[config.mk]
export PLATFORM = sky130hd
export DESIGN_NAME = cci_test_mmio_master
export DESIGN_NICKNAME = d
export VERILOG_FILES = /design/src/rtl/cci_test_mmio_pkg.sv /design/src/rtl/cci_test_mmio_slot_table.sv /design/src/rtl/cci_test_mmio_master.sv
export SDC_FILE = /design/constraint.sdc
export NUM_CORES = 1
export LEC_CHECK = 0
export BUFFER_PORTS_ARGS = -buffer_cell sky130_fd_sc_hd__buf_2
export CAP_MARGIN = 20
export CORE_AREA = 3 3 304 306
export CTS_CLUSTER_DIAMETER = 200
export DETAILED_ROUTE_END_ITERATION = 12
export DIE_AREA = 0 0 307 309
export HOLD_SLACK_MARGIN = 0.06
export PLACE_DENSITY_LB_ADDON = 0.15
export REMOVE_ABC_BUFFERS = 1
export SLEW_MARGIN = 10
export SYNTH_ARGS = -nofsm -noshare
export SYNTH_HDL_FRONTEND = slang
export SYNTH_HIERARCHICAL = 1
export SYNTH_SLANG_ARGS = --single-unit
[constraint.sdc]
create_clock -name clk -period 5.2 [get_ports clk]
set_clock_uncertainty 0.05 [all_clocks]
set_input_delay 0.26 -clock clk [delete_from_list [all_inputs] [get_ports clk]]
set_output_delay 0.26 -clock clk [all_outputs]
set_load 0.1 [all_outputs]
[src/rtl/cci_test_mmio_pkg.sv]
// Shared types for the CCI-P test MMIO master: a trimmed CCI-P MMIO view,
// command/response structs and the read-slot record.
package cci_test_mmio_pkg;

  localparam int MMIO_SEQ_BITS   = 9;
  localparam int MMIO_AGE_BITS   = 16;
  localparam int CCI_MMIO_ADDR_W = 16;
  localparam int CCI_CLDATA_W    = 512;

  typedef logic [CCI_MMIO_ADDR_W-1:0] t_cci_mmioAddr;
  typedef logic [MMIO_SEQ_BITS-1:0]   t_mmio_seq;
  typedef logic [MMIO_AGE_BITS-1:0]   t_mmio_age;

  typedef enum logic [1:0] {
    CCI_MMIO_LEN_4B  = 2'd0,
    CCI_MMIO_LEN_8B  = 2'd1,
    CCI_MMIO_LEN_64B = 2'd2
  } t_cci_mmio_len;

  typedef struct packed {
    t_cci_mmioAddr address;
    t_cci_mmio_len length;
    logic          rsvd;
    t_mmio_seq     tid;
  } t_cci_c0_ReqMmioHdr;

  typedef struct packed {
    t_cci_c0_ReqMmioHdr      hdr;
    logic [CCI_CLDATA_W-1:0] data;
    logic                    rspValid;
    logic                    mmioRdValid;
    logic                    mmioWrValid;
  } t_if_cci_c0_Rx;

  typedef struct packed {
    t_mmio_seq tid;
  } t_cci_c2_RspMmioHdr;

  typedef struct packed {
    t_cci_c2_RspMmioHdr hdr;
    logic               mmioRdValid;
    logic [63:0]        data;
  } t_if_cci_c2_Tx;

  typedef struct packed {
    logic          is_write;
    t_cci_mmioAddr addr;
    logic [63:0]   data;
  } t_mmio_cmd;

  typedef struct packed {
    logic [63:0]   data;
    t_cci_mmioAddr addr;
    logic          timeout;
  } t_mmio_rsp;

  typedef struct packed {
    logic          busy;
    t_mmio_seq     tid;
    t_cci_mmioAddr addr;
    t_mmio_age     age;
  } t_mmio_slot;

  // A single-slot table still needs a 1-bit index.
  function automatic int slot_idx_bits(input int n);
    return (n > 1) ? $clog2(n) : 1;
  endfunction

endpackage

[src/rtl/cci_test_mmio_slot_table.sv]
// Outstanding-read slot table: allocation, TID match, per-slot ageing and a
// single registered completion per cycle (hit beats timeout).
module cci_test_mmio_slot_table
  import cci_test_mmio_pkg::*;
#(
  parameter int MAX_OUTSTANDING = 4,
  parameter int TIMEOUT_CYCLES  = 512
) (
  input  logic          clk,
  input  logic          reset,
  input  logic          alloc_en,
  input  t_mmio_seq     alloc_tid,
  input  t_cci_mmioAddr alloc_addr,
  output logic          alloc_free,
  input  logic          lk_valid,
  input  t_mmio_seq     lk_tid,
  input  logic [63:0]   lk_data,
  output logic          lk_miss,
  output logic          cpl_fire,
  output logic          cpl_valid,
  output t_mmio_rsp     cpl
);

  localparam int IDX_W = slot_idx_bits(MAX_OUTSTANDING);

  t_mmio_slot       slot_q [MAX_OUTSTANDING];
  t_mmio_slot       slot_d [MAX_OUTSTANDING];
  t_mmio_rsp        cpl_q, cpl_d;
  logic             cpl_valid_q;
  logic [IDX_W-1:0] alloc_idx, lk_idx, to_idx;
  logic             lk_hit, to_found;

  function automatic logic [IDX_W-1:0] slot_of(input t_mmio_seq tid);
    return IDX_W'(tid & t_mmio_seq'(MAX_OUTSTANDING - 1));
  endfunction

  assign alloc_idx  = slot_of(alloc_tid);
  assign lk_idx     = slot_of(lk_tid);
  assign alloc_free = !slot_q[alloc_idx].busy;
  // The full 9-bit TID must match, so a late reply to a recycled slot misses.
  assign lk_hit     = lk_valid && slot_q[lk_idx].busy && (slot_q[lk_idx].tid == lk_tid);
  assign lk_miss    = lk_valid && !lk_hit;

`ifdef CCI_TEST_MMIO_MASTER_TIMEOUT_EN
  localparam t_mmio_age AGE_MAX = t_mmio_age'(TIMEOUT_CYCLES);

  // Descending scan so the lowest expired slot wins.
  always_comb begin
    to_found = 1'b0;
    to_idx   = '0;
    for (int i = MAX_OUTSTANDING - 1; i >= 0; i--) begin
      if (slot_q[i].busy && (slot_q[i].age == AGE_MAX)) begin
        to_found = 1'b1;
        to_idx   = IDX_W'(i);
      end
    end
  end
`else
  assign to_found = 1'b0;
  assign to_idx   = '0;
`endif

  always_comb begin
    slot_d   = slot_q;
    cpl_d    = '0;
    cpl_fire = 1'b0;
`ifdef CCI_TEST_MMIO_MASTER_TIMEOUT_EN
    for (int i = 0; i < MAX_OUTSTANDING; i++) begin
      if (slot_q[i].busy && (slot_q[i].age != AGE_MAX))
        slot_d[i].age = slot_q[i].age + 1'b1;
    end
`endif
    if (lk_hit) begin
      slot_d[lk_idx].busy = 1'b0;
      cpl_fire            = 1'b1;
      cpl_d.data          = lk_data;
      cpl_d.addr          = slot_q[lk_idx].addr;
    end else if (to_found) begin
      slot_d[to_idx].busy = 1'b0;
      cpl_fire            = 1'b1;
      cpl_d.addr          = slot_q[to_idx].addr;
      cpl_d.timeout       = 1'b1;
    end
    // Allocation only targets a free slot, so it never collides with a free.
    if (alloc_en) begin
      slot_d[alloc_idx].busy = 1'b1;
      slot_d[alloc_idx].tid  = alloc_tid;
      slot_d[alloc_idx].addr = alloc_addr;
      slot_d[alloc_idx].age  = '0;
    end
  end

  always_ff @(posedge clk) begin
    if (reset) begin
      for (int i = 0; i < MAX_OUTSTANDING; i++) slot_q[i] <= '0;
      cpl_q       <= '0;
      cpl_valid_q <= 1'b0;
    end else begin
      for (int i = 0; i < MAX_OUTSTANDING; i++) slot_q[i] <= slot_d[i];
      cpl_q       <= cpl_d;
      cpl_valid_q <= cpl_fire;
    end
  end

  assign cpl_valid = cpl_valid_q;
  assign cpl       = cpl_q;

endmodule

[src/rtl/cci_test_mmio_master.sv]
// Host-side MMIO initiator driving CCI-P c0 MMIO requests and retiring c2 read
// responses. Define CCI_TEST_MMIO_MASTER_TIMEOUT_EN to enable read timeouts.
module cci_test_mmio_master
  import cci_test_mmio_pkg::*;
#(
  parameter int MAX_OUTSTANDING = 4,
  parameter int TIMEOUT_CYCLES  = 512
) (
  input  logic          clk,
  input  logic          reset,
  input  logic          cmd_valid,
  output logic          cmd_ready,
  input  logic          cmd_is_write,
  input  t_cci_mmioAddr cmd_addr,
  input  logic [63:0]   cmd_data,
  output t_if_cci_c0_Rx mmio_rx,
  input  t_if_cci_c2_Tx mmio_rsp,
  output logic          rsp_valid,
  output logic [63:0]   rsp_data,
  output t_cci_mmioAddr rsp_addr,
  output logic          rsp_timeout,
  output logic [6:0]    outstanding,
  output logic          err_unexpected_tid,
  output logic          err_misaligned
);

  t_mmio_cmd     cmd;
  t_if_cci_c0_Rx rx_q, rx_d;
  t_mmio_seq     seq_q, seq_d;
  logic [6:0]    outstanding_q, outstanding_d;
  logic          err_tid_q, err_tid_d, err_mis_q, err_mis_d;
  logic          slot_free, cmd_fire, rd_fire, lk_miss, cpl_fire, cpl_valid;
  t_mmio_rsp     cpl;

  // Odd addresses are forced to the enclosing 64-bit CSR.
  assign cmd = '{is_write: cmd_is_write, addr: {cmd_addr[15:1], 1'b0}, data: cmd_data};

  assign cmd_ready = !reset && (cmd.is_write || slot_free);
  assign cmd_fire  = cmd_valid && cmd_ready;
  assign rd_fire   = cmd_fire && !cmd.is_write;

  cci_test_mmio_slot_table #(
    .MAX_OUTSTANDING (MAX_OUTSTANDING),
    .TIMEOUT_CYCLES  (TIMEOUT_CYCLES)
  ) u_slots (
    .clk        (clk),
    .reset      (reset),
    .alloc_en   (rd_fire),
    .alloc_tid  (seq_q),
    .alloc_addr (cmd.addr),
    .alloc_free (slot_free),
    .lk_valid   (mmio_rsp.mmioRdValid),
    .lk_tid     (mmio_rsp.hdr.tid),
    .lk_data    (mmio_rsp.data),
    .lk_miss    (lk_miss),
    .cpl_fire   (cpl_fire),
    .cpl_valid  (cpl_valid),
    .cpl        (cpl)
  );

  always_comb begin
    rx_d          = '0;
    seq_d         = seq_q;
    err_mis_d     = err_mis_q;
    err_tid_d     = err_tid_q || lk_miss;
    outstanding_d = outstanding_q + 7'(rd_fire) - 7'(cpl_fire);
    if (cmd_fire) begin
      rx_d.hdr.address = cmd.addr;
      rx_d.hdr.length  = CCI_MMIO_LEN_8B;
      if (cmd_addr[0]) err_mis_d = 1'b1;
      if (cmd.is_write) begin
        rx_d.mmioWrValid = 1'b1;
        rx_d.data        = {{(CCI_CLDATA_W-64){1'b0}}, cmd.data};
      end else begin
        rx_d.mmioRdValid = 1'b1;
        rx_d.hdr.tid     = seq_q;
        seq_d            = seq_q + 1'b1;
      end
    end
  end

  always_ff @(posedge clk) begin
    if (reset) begin
      rx_q          <= '0;
      seq_q         <= '0;
      outstanding_q <= '0;
      err_tid_q     <= 1'b0;
      err_mis_q     <= 1'b0;
    end else begin
      rx_q          <= rx_d;
      seq_q         <= seq_d;
      outstanding_q <= outstanding_d;
      err_tid_q     <= err_tid_d;
      err_mis_q     <= err_mis_d;
    end
  end

  assign mmio_rx            = rx_q;
  assign rsp_valid          = cpl_valid;
  assign rsp_data           = cpl.data;
  assign rsp_addr           = cpl.addr;
  assign rsp_timeout        = cpl.timeout;
  assign outstanding        = outstanding_q;
  assign err_unexpected_tid = err_tid_q;
  assign err_misaligned     = err_mis_q;

endmodule

==> results of run 1 <==
[power by group]
| part | leakage, nW | internal (mW) | switching, mW | total (mW) |
|---|---|---|---|---|
| registers | 2.37 | 2.28 | 0.0185 | 2.30 |
| clock network | 0.631 | 1.66 | 1.05 | 2.71 |
| logic | 4.93 | 0.199 | 1.81 | 2.01 |
[worst max-delay path: stages (launching register included)]
cell	delay (ns)
dfxtp_1	0.66
mux4_2	0.59
inv_1	0.14
nand4bb_4	0.24
inv_1	0.46
nand2_1	0.19
nor2_4	0.71
nor2_1	0.07
a311oi_1	0.27
[cell type report]
class	count	area [um^2]	area share
Timing Repair Buffer	492	3250	0.187
Tap cell	1176	1470	0.0849
Antenna cell	2	5.00	0.000289
Clock inverter	15	196	0.0113
Multi-Input combinational cell	1059	5420	0.312
Inverter	15	56.3	0.00325
Clock buffer	51	1080	0.0623
Sequential cell	293	5870	0.338
[per-layer routing]
layer | vias to the layer above | GRT usage | wire [um]
met5 | - | 0 | 12
met1 | 4318 | 0.0970 | 16800
met4 | 2 | 0.0214 | 817
met2 | 497 | 0.146 | 21300
li1 | 4556 | - | -
met3 | 56 | 0.0206 | 3710
[worst max-delay path by stage]
stage | cells after the start | slack [ns] | to
5_1_grt | 8 | 1.33 | u_slots/slot_q[83]$_SDFF_PP0_
3_5_place_dp | 16 | 1.21 | outstanding[4]$_SDFF_PP0_
3_3_place_gp | 16 | 1.12 | outstanding[4]$_SDFF_PP0_
6_report | 8 | 1.73 | u_slots/slot_q[83]$_SDFF_PP0_
4_1_cts | 8 | 1.58 | u_slots/slot_q[83]$_SDFF_PP0_
2_1_floorplan | 7 | 1.61 | u_slots/slot_q[167]$_SDFF_PP0_
[state kept, by name, summed over array words and instances (netlist names)]
register,cells
err_misaligned,1
err_unexpected_tid,1
mmio_rx,91
outstanding,7
seq_q,9
u_slots/cpl,80
u_slots/cpl_valid,1
u_slots/slot_q,103
[Yosys cell counts (3+ instances only)]
| master | instances | share of area |
|---|---|---|
| buf_4 | 455 | 0.26 |
| dfxtp_1 | 293 | 0.44 |
| nand2_1 | 192 | 0.054 |
| and2_1 | 168 | 0.079 |
| a21oi_1 | 97 | 0.037 |
| clkbuf_1 | 44 | 0.012 |
| nor2_1 | 33 | 0.0093 |
| mux4_2 | 25 | 0.042 |
| inv_1 | 15 | 0.0042 |
| xnor2_1 | 12 | 0.0079 |
| nor3_1 | 9 | 0.0034 |
| ha_1 | 8 | 0.0075 |
| clkbuf_2 | 7 | 0.0026 |
| a311oi_1 | 5 | 0.0033 |
| nand3_1 | 5 | 0.0019 |
| nor3b_1 | 5 | 0.0028 |
| o21ai_0 | 4 | 0.0015 |
| xor2_1 | 4 | 0.0026 |
| buf_2 | 3 | 0.0011 |
| nand4_1 | 3 | 0.0014 |
| nor2b_1 | 3 | 0.0014 |
[cells by family after synthesis]
logic type	synth area share
other cells	0.000566
buf+inv	0.280
compound gates	0.0476
xor+xnor	0.0106
simple gates	0.167
fa+ha+maj	0.00906
mux	0.0425
flops	0.442
[per-stage QoR]
| step | instance area, um^2 | utilization | power (mW) | setup WS (ns) |
|---|---|---|---|---|
| 4_1_cts | 17300 | 0.193 | 7.16 | 1.58 |
| 3_5_place_dp | 14600 | 0.162 | 4.26 | 1.21 |
| 5_1_grt | 17300 | 0.193 | 7.30 | 1.33 |
| 2_1_floorplan | 11300 | - | 4.08 | 1.61 |
| 3_3_place_gp | 14600 | 0.162 | 4.27 | 1.12 |
| 6_report | 17300 | 0.193 | 7.02 | 1.73 |
==> run summary, run 1 <==
status: completed
Die W: 307 um
crit start category: register
port bufs: 339
Final Cycle Share: 0.667
# DRC: 0
cts hold-fix bufs: 144
initial antenna violation count: 8
Total Neg Setup Slack: 0 ns
Yosys cell types: 45
dpl hpwl: 29900 um
HP Start: mmio_rsp[64]
pwr/cell area: 405 nW/um^2
dpl cells: 2890
syn avg cell area: 9.31 um^2
Hold WC Path Type: in2reg
first-pass GRT wire length: 58300 um
R2R setup slack: 1.73 ns
Post-synth EDFFs: 0
largest net degree at the start of global routing: 85
fraction of final layout cells with drive strength greater than 1: 0.232
total clock sinks: 293
Via-to-Cell Ratio: 3.04
# resized after CTS: 0
Syn-to-layout area delta: 30.7%
most common cell after layout, fill and taps aside: conb_1
CTS tree: built
row count: 110
routability-driven placement congestion ratio: 0.727
drt total wl: 42600 um
Post-Synthesis Cells: 1424
initial core utilization: 0.148
Synth Register Bits: 293
Clock Path Buffers: 3
post-route insts no fill: 3103
initial DRC count: 507
FF-to-FF End: u_slots/slot_q[83]$_SDFF_PP0_
Core Region: 89900 um^2
Chip Height: 309 um
RSZ-0062 raised after global routing: no
WHS Endpoint: err_unexpected_tid$_SDFF_PP0_
post-route ant nets: 0
final hold vios: 0
Max Freq: 288 MHz
critical path type: reg2reg
reg2reg start: seq_q[0]$_SDFFE_PP0P_
drt first pass iters: 4
yosys warns: 6
Worst VDD drop: 0.288 mV
Top FF cell, synth: dfxtp_1
Min Hold Slack: 0.104 ns
I/O Pins: 793
Worst setup EP type: register
Synth async-reset ratio: 0
worst skew pair latency: 0.54 ns
Slew HR: 0.399
Final Max Slew Viols: 0
number of global-route vias before repair: 8693
gr ovfl total: 0
via count: 9429
filler cell count: 9979
fin crit period: 3.47 ns
Worst Setup SP: seq_q[0]$_SDFFE_PP0P_
Worst Path Required: 5.59 ns
Leak: 7.93 nW
commonest cells after routing, fill and taps aside: 457 x conb_1, 338 x buf_2, 293 x dfxtp_1
Worst-Margin Slew: 0.899 ns
Max Cap Viol: 0
clock-pin transition on the worst setup and hold timing paths: 0.06 ns
arrival time worst endpoint: 3.86 ns
Worst Hold Depth: 4
Final setup viols: 0
Netlist Area Pre-Place: 13300 um^2
Seq/Total Area, Yosys: 0.442
fin nets: 2065
post-CTS setup buffer count: 0
Crit Path Max Fanout: 27
CTS root buffer: clkbuf_16
Num CTS Buffers: 37
H-tree depth: 2
FF-to-FF path depth: 8
wire per inst: 13.7 um
Total GRT Usage: 0.0816
Total Die Area: 94900 um^2
No activity file was read; power rests on OpenSTA's default activity.
==> inputs of run 2 (changes only) <==
Clock period 5.2 ns to 3.08 ns, I/O delays scaled along.
==> run 2 against run 1 <==
- fmax up 14%
- routed wire length is 1.9% higher
- final area is 2.4% higher
- global-route usage increased by 0.17 points
- critical path depth increased by 7
- largest power group unchanged
- die area stayed put
==> run summary, run 2 (same netlist as run 1, synthesis figures left out) <==
gr ovfl total: 0
initial antenna violation count: 8
Crit Path Max Fanout: 2
Worst setup EP type: register
Total Die Area: 94900 um^2
final hold vios: 0
I/O Pins: 793
Hold WC Path Type: in2reg
pwr/cell area: 672 nW/um^2
Min Hold Slack: 0.114 ns
initial DRC count: 393
drt first pass iters: 4
Worst Path Required: 3.44 ns
first-pass GRT wire length: 59400 um
worst slack, placed: -0.497 ns
Worst VDD drop: 0.469 mV
fin nets: 2097
Final Max Slew Viols: 0
Leak: 8.14 nW
H-tree depth: 2
crit start category: register
status: completed
critical path type: reg2reg
via count: 9620
fin crit period: 3.04 ns
most common cell after layout, fill and taps aside: conb_1
M1 WL: 17100 um
total clock sinks: 293
largest net degree at the start of global routing: 72
arrival time worst endpoint: 3.40 ns
post-layout worst setup margin: 0.0429 ns
drt total wl: 43400 um
Max Cap Viol: 0
Via-to-Cell Ratio: 3.07
Worst-Margin Slew: 0.716 ns
dpl hpwl: 31200 um
post-route ant nets: 0
Total Neg Setup Slack: 0 ns
worst skew pair latency: 0.54 ns
Die W: 307 um
initial core utilization: 0.148
Multi-input gate area: 5550 um^2
Slew HR: 0.523
Biggest register: u_slots/slot_q
Final Cycle Share: 0.986
crit-path cells: mux4_2 -> xnor2_2 -> nand4_1 -> nor3_4 -> buf_4 -> and2_4 -> ha_4 -> inv_2 -> ha_4 -> inv_2 -> fa_2 -> nand2b_4 -> a21oi_4 -> or3_1 -> a21oi_2
row count: 110
port bufs: 339
Final setup viols: 0
Clock Path Buffers: 3
wire per inst: 13.9 um
CP peak stage delay: 0.50 ns
CP max stage cell: mux4_2
top layer in use: met5
max reg flops: 103
Chip Height: 309 um
number of global-route vias before repair: 8969
RSZ-0062 raised after global routing: yes
Total GRT Usage: 0.0833
fraction of final layout cells with drive strength greater than 1: 0.255
routability-driven placement congestion ratio: 0.705
DR WL met2: 21900 um
filler cell count: 9982
Num CTS Buffers: 37
CTS tree: built
DR WL met3: 3580 um
CTS root buffer: clkbuf_16
clock-pin transition on the worst setup and hold timing paths: 0.06 ns
total power: 11.9 mW
Core Region: 89900 um^2
# DRC: 0
Register Area: 5870 um^2
commonest cells after routing, fill and taps aside: 457 x conb_1, 338 x buf_2, 291 x dfxtp_1
Max Freq: 329 MHz
Syn-to-layout area delta: 33.9%
==> run 2: cell types whose count changed in the layout (fill, tap and decap cells not counted), sizes merged <==
cell	before	now
clkinvlp	1	4
buf	348	379
clkbuf	51	52
diode	2	1
clkinv	9	6
dlygate4sd3	144	145
==> run 2: worst paths after layout <==
check	slack (ns)	to	start	depth (start not counted)
worst min-delay path	0.11	mmio_rx[0]$_SDFF_PP0_	cmd_valid	2
worst max register to register	0.04	outstanding[6]$_SDFF_PP0_	u_slots/slot_q[34]$_SDFFE_PP0P_	15
worst min register to register	0.40	u_slots/slot_q[74]$_SDFFE_PP0P_	u_slots/slot_q[74]$_SDFFE_PP0P_	2
worst max-delay path	0.04	outstanding[6]$_SDFF_PP0_	u_slots/slot_q[34]$_SDFFE_PP0P_	15
==> run 2: timing repair <==
action | CTS | global route
buffers inserted | 2 | 2
endpoints found under the hold margin | 205 | 0
pin swaps | 8 | 11
endpoints found under the setup margin | 3 | 4
gates resized for setup | 15 | 13
hold buffers | 145 | 0
==> run 2: layout make-up <==
type	count	share of cell area
sequential	293	0.330
multi-input combinational	1059	0.312
timing repair buffer	524	0.199
tap	1176	0.0829
clock buffer	52	0.0616
clock inverter	15	0.0108
inverter	15	0.00317
antenna	1	0.000141
==> run 2: critical path, delay by kind of cell, from the launching register on <==
kind	cells	cell delay [ns]
AOI/OAI and AO/OA	2	0.17
adders and majority gates	3	0.65
muxes	1	0.50
buffers and inverters	3	0.23
xor gates and xnor gates	1	0.16
DFF	1	0.31
and+or+nand+nor	5	0.83
==> run 2: per-stage QoR <==
| stage | area, um^2 | cells | utilization |
|---|---|---|---|
| final | 17800 | 3135 | 0.198 |
| after global routing | 17800 | 3134 | 0.198 |
| after CTS | 17700 | 3131 | 0.196 |
| after detailed placement | 14800 | 2917 | 0.165 |
| after global placement | 14800 | 2917 | 0.165 |
| after floorplan | 11300 | 1367 | - |
==> run 2: metal layers <==
layer  vias up  global-route usage
met2       514               0.150
met4         2              0.0240
li1       4619                   -
met5         -                   0
met1      4436              0.0977
met3        49              0.0205
==> run 2: power breakdown <==
group          total [mW]  switching (mW)  internal [mW]
clock                4.59            1.77           2.82
sequential           3.88          0.0289           3.85
combinational        3.45            3.09          0.369
total                11.9            4.89           7.04
==> inputs of run 3 (changes only) <==
Clock period 3.08 ns to 2.8 ns, I/O delays scaled along.
==> run 3 against run 2 <==
- the run now ends with negative setup slack left
- first-iteration DRC count rose by 8.4%
- critical path depth did not move
- clock power rose by 5.7%
- combinational power rose by 9.6%
- largest cell class unchanged
==> run summary, run 3 (same netlist as run 1, synthesis figures left out) <==
Syn-to-layout area delta: 33.8%
max reg flops: 103
row count: 110
Worst VDD drop: 0.521 mV
Slew HR: 0.594
CTS tree: built
critical path type: reg2reg
initial DRC count: 426
RSZ-0062 raised after global routing: yes
drt first pass iters: 5
total power: 12.9 mW
wire per inst: 13.7 um
Total Neg Setup Slack: -0.683 ns
fin nets: 2103
Worst setup EP type: register
Die W: 307 um
number of global-route vias before repair: 9010
initial antenna violation count: 8
status: complete, but fails checks
placed cell area: 14900 um^2
first-pass GRT wire length: 59000 um
crit start category: register
most common cell after layout, fill and taps aside: conb_1
Crit Path Max Fanout: 2
Worst Setup SP: u_slots/slot_q[36]$_SDFFE_PP0P_
R2R setup slack: -0.25 ns
gr ovfl total: 0
HP Start: cmd_valid
post-route ant nets: 0
Total Die Area: 94900 um^2
Max Freq: 327 MHz
initial core utilization: 0.148
fin crit period: 3.05 ns
Max Cap Viol: 0
Hold WC Path Type: in2reg
Total GRT Usage: 0.0825
Worst Path Required: 3.15 ns
I/O Pins: 793
arrival time worst endpoint: 3.40 ns
Via-to-Cell Ratio: 3.05
Min Hold Slack: 0.152 ns
H-tree depth: 2
Leak: 8.13 nW
post-layout worst setup margin: -0.254 ns
Final Cycle Share: 1.09
total clock sinks: 293
Final Max Slew Viols: 0
routability-driven placement congestion ratio: 0.711
pwr/cell area: 727 nW/um^2
commonest cells after routing, fill and taps aside: 457 x conb_1, 337 x buf_2, 292 x dfxtp_1
failing checks: negative setup slack
final hold vios: 0
drt total wl: 43000 um
top layer in use: met5
largest net degree at the start of global routing: 129
M1 WL: 16600 um
Worst-Margin Slew: 0.609 ns
worst skew pair latency: 0.55 ns
Core Region: 89900 um^2
Biggest register: u_slots/slot_q
Clock Path Buffers: 3
dpl cells: 2927
design area: 17700 um^2
DR WL met3: 3760 um
reg2reg start: u_slots/slot_q[36]$_SDFFE_PP0P_
Num CTS Buffers: 36
worst slack, placed: -0.824 ns
Chip Height: 309 um
dpl hpwl: 31300 um
port bufs: 339
fraction of final layout cells with drive strength greater than 1: 0.255
CTS root buffer: clkbuf_16
DR WL met2: 21700 um
via count: 9579
final core utilization: 0.197
Final setup viols: 3
clock-pin transition on the worst setup and hold timing paths: 0.06 ns
# DRC: 0
post-route insts no fill: 3140
run 3: changes by cell type in the layout (fill, tap and decap cells not counted), sizes merged:
cell,delta
clkinvlp,-1
clkbuf,-4
buf,+7
clkinv,+3
run 3: layout make-up:
type                       count  area, um^2
sequential                   293        5870
clock buffer                  48         996
multi-input combinational   1059        5530
antenna                        1        2.50
inverter                      15        60.1
timing repair buffer         531        3600
fill                       10000       72100
tap                         1176        1470
clock inverter                17         220
run 3: critical path, stage by stage, from the launching register on:
cell and delay (ns):
dfxtp_1 0.31, mux4_2 0.49, xnor2_2 0.15, nand4_1 0.20, nor3_4 0.19, buf_4 0.14
and2_4 0.15, ha_4 0.19, inv_2 0.06, ha_4 0.12, inv_2 0.03, fa_2 0.33
nand2b_4 0.15, a21oi_2 0.14, or3_1 0.13, a21oi_1 0.06
run 3: where the power goes:
part / total [mW] / switching (mW) / internal [mW]
clock: 4.85 / 1.96 / 2.90
combinational: 3.78 / 3.38 / 0.398
sequential: 4.27 / 0.0321 / 4.24
total: 12.9 / 5.37 / 7.53
run 3: final timing paths:
kind         cells after the start                               to
max                             15        outstanding[6]$_SDFF_PP0_
min                              4          mmio_rx[522]$_SDFF_PP0_
max reg2reg                     15        outstanding[6]$_SDFF_PP0_
min reg2reg                      2  u_slots/slot_q[82]$_SDFFE_PP0P_
run 3: routing by layer:
layer,vias up,track usage
li1,4637,-
met1,4382,0.0944
met2,495,0.150
met3,61,0.0229
met4,4,0.0229
met5,-,0
run 3: what timing repair did:
action	in CTS	in global routing
hold endpoints to repair	205	0
gates resized for setup	20	9
buffers inserted	2	2
pin swaps	11	11
setup endpoints to repair	7	43
hold buffers	145	0
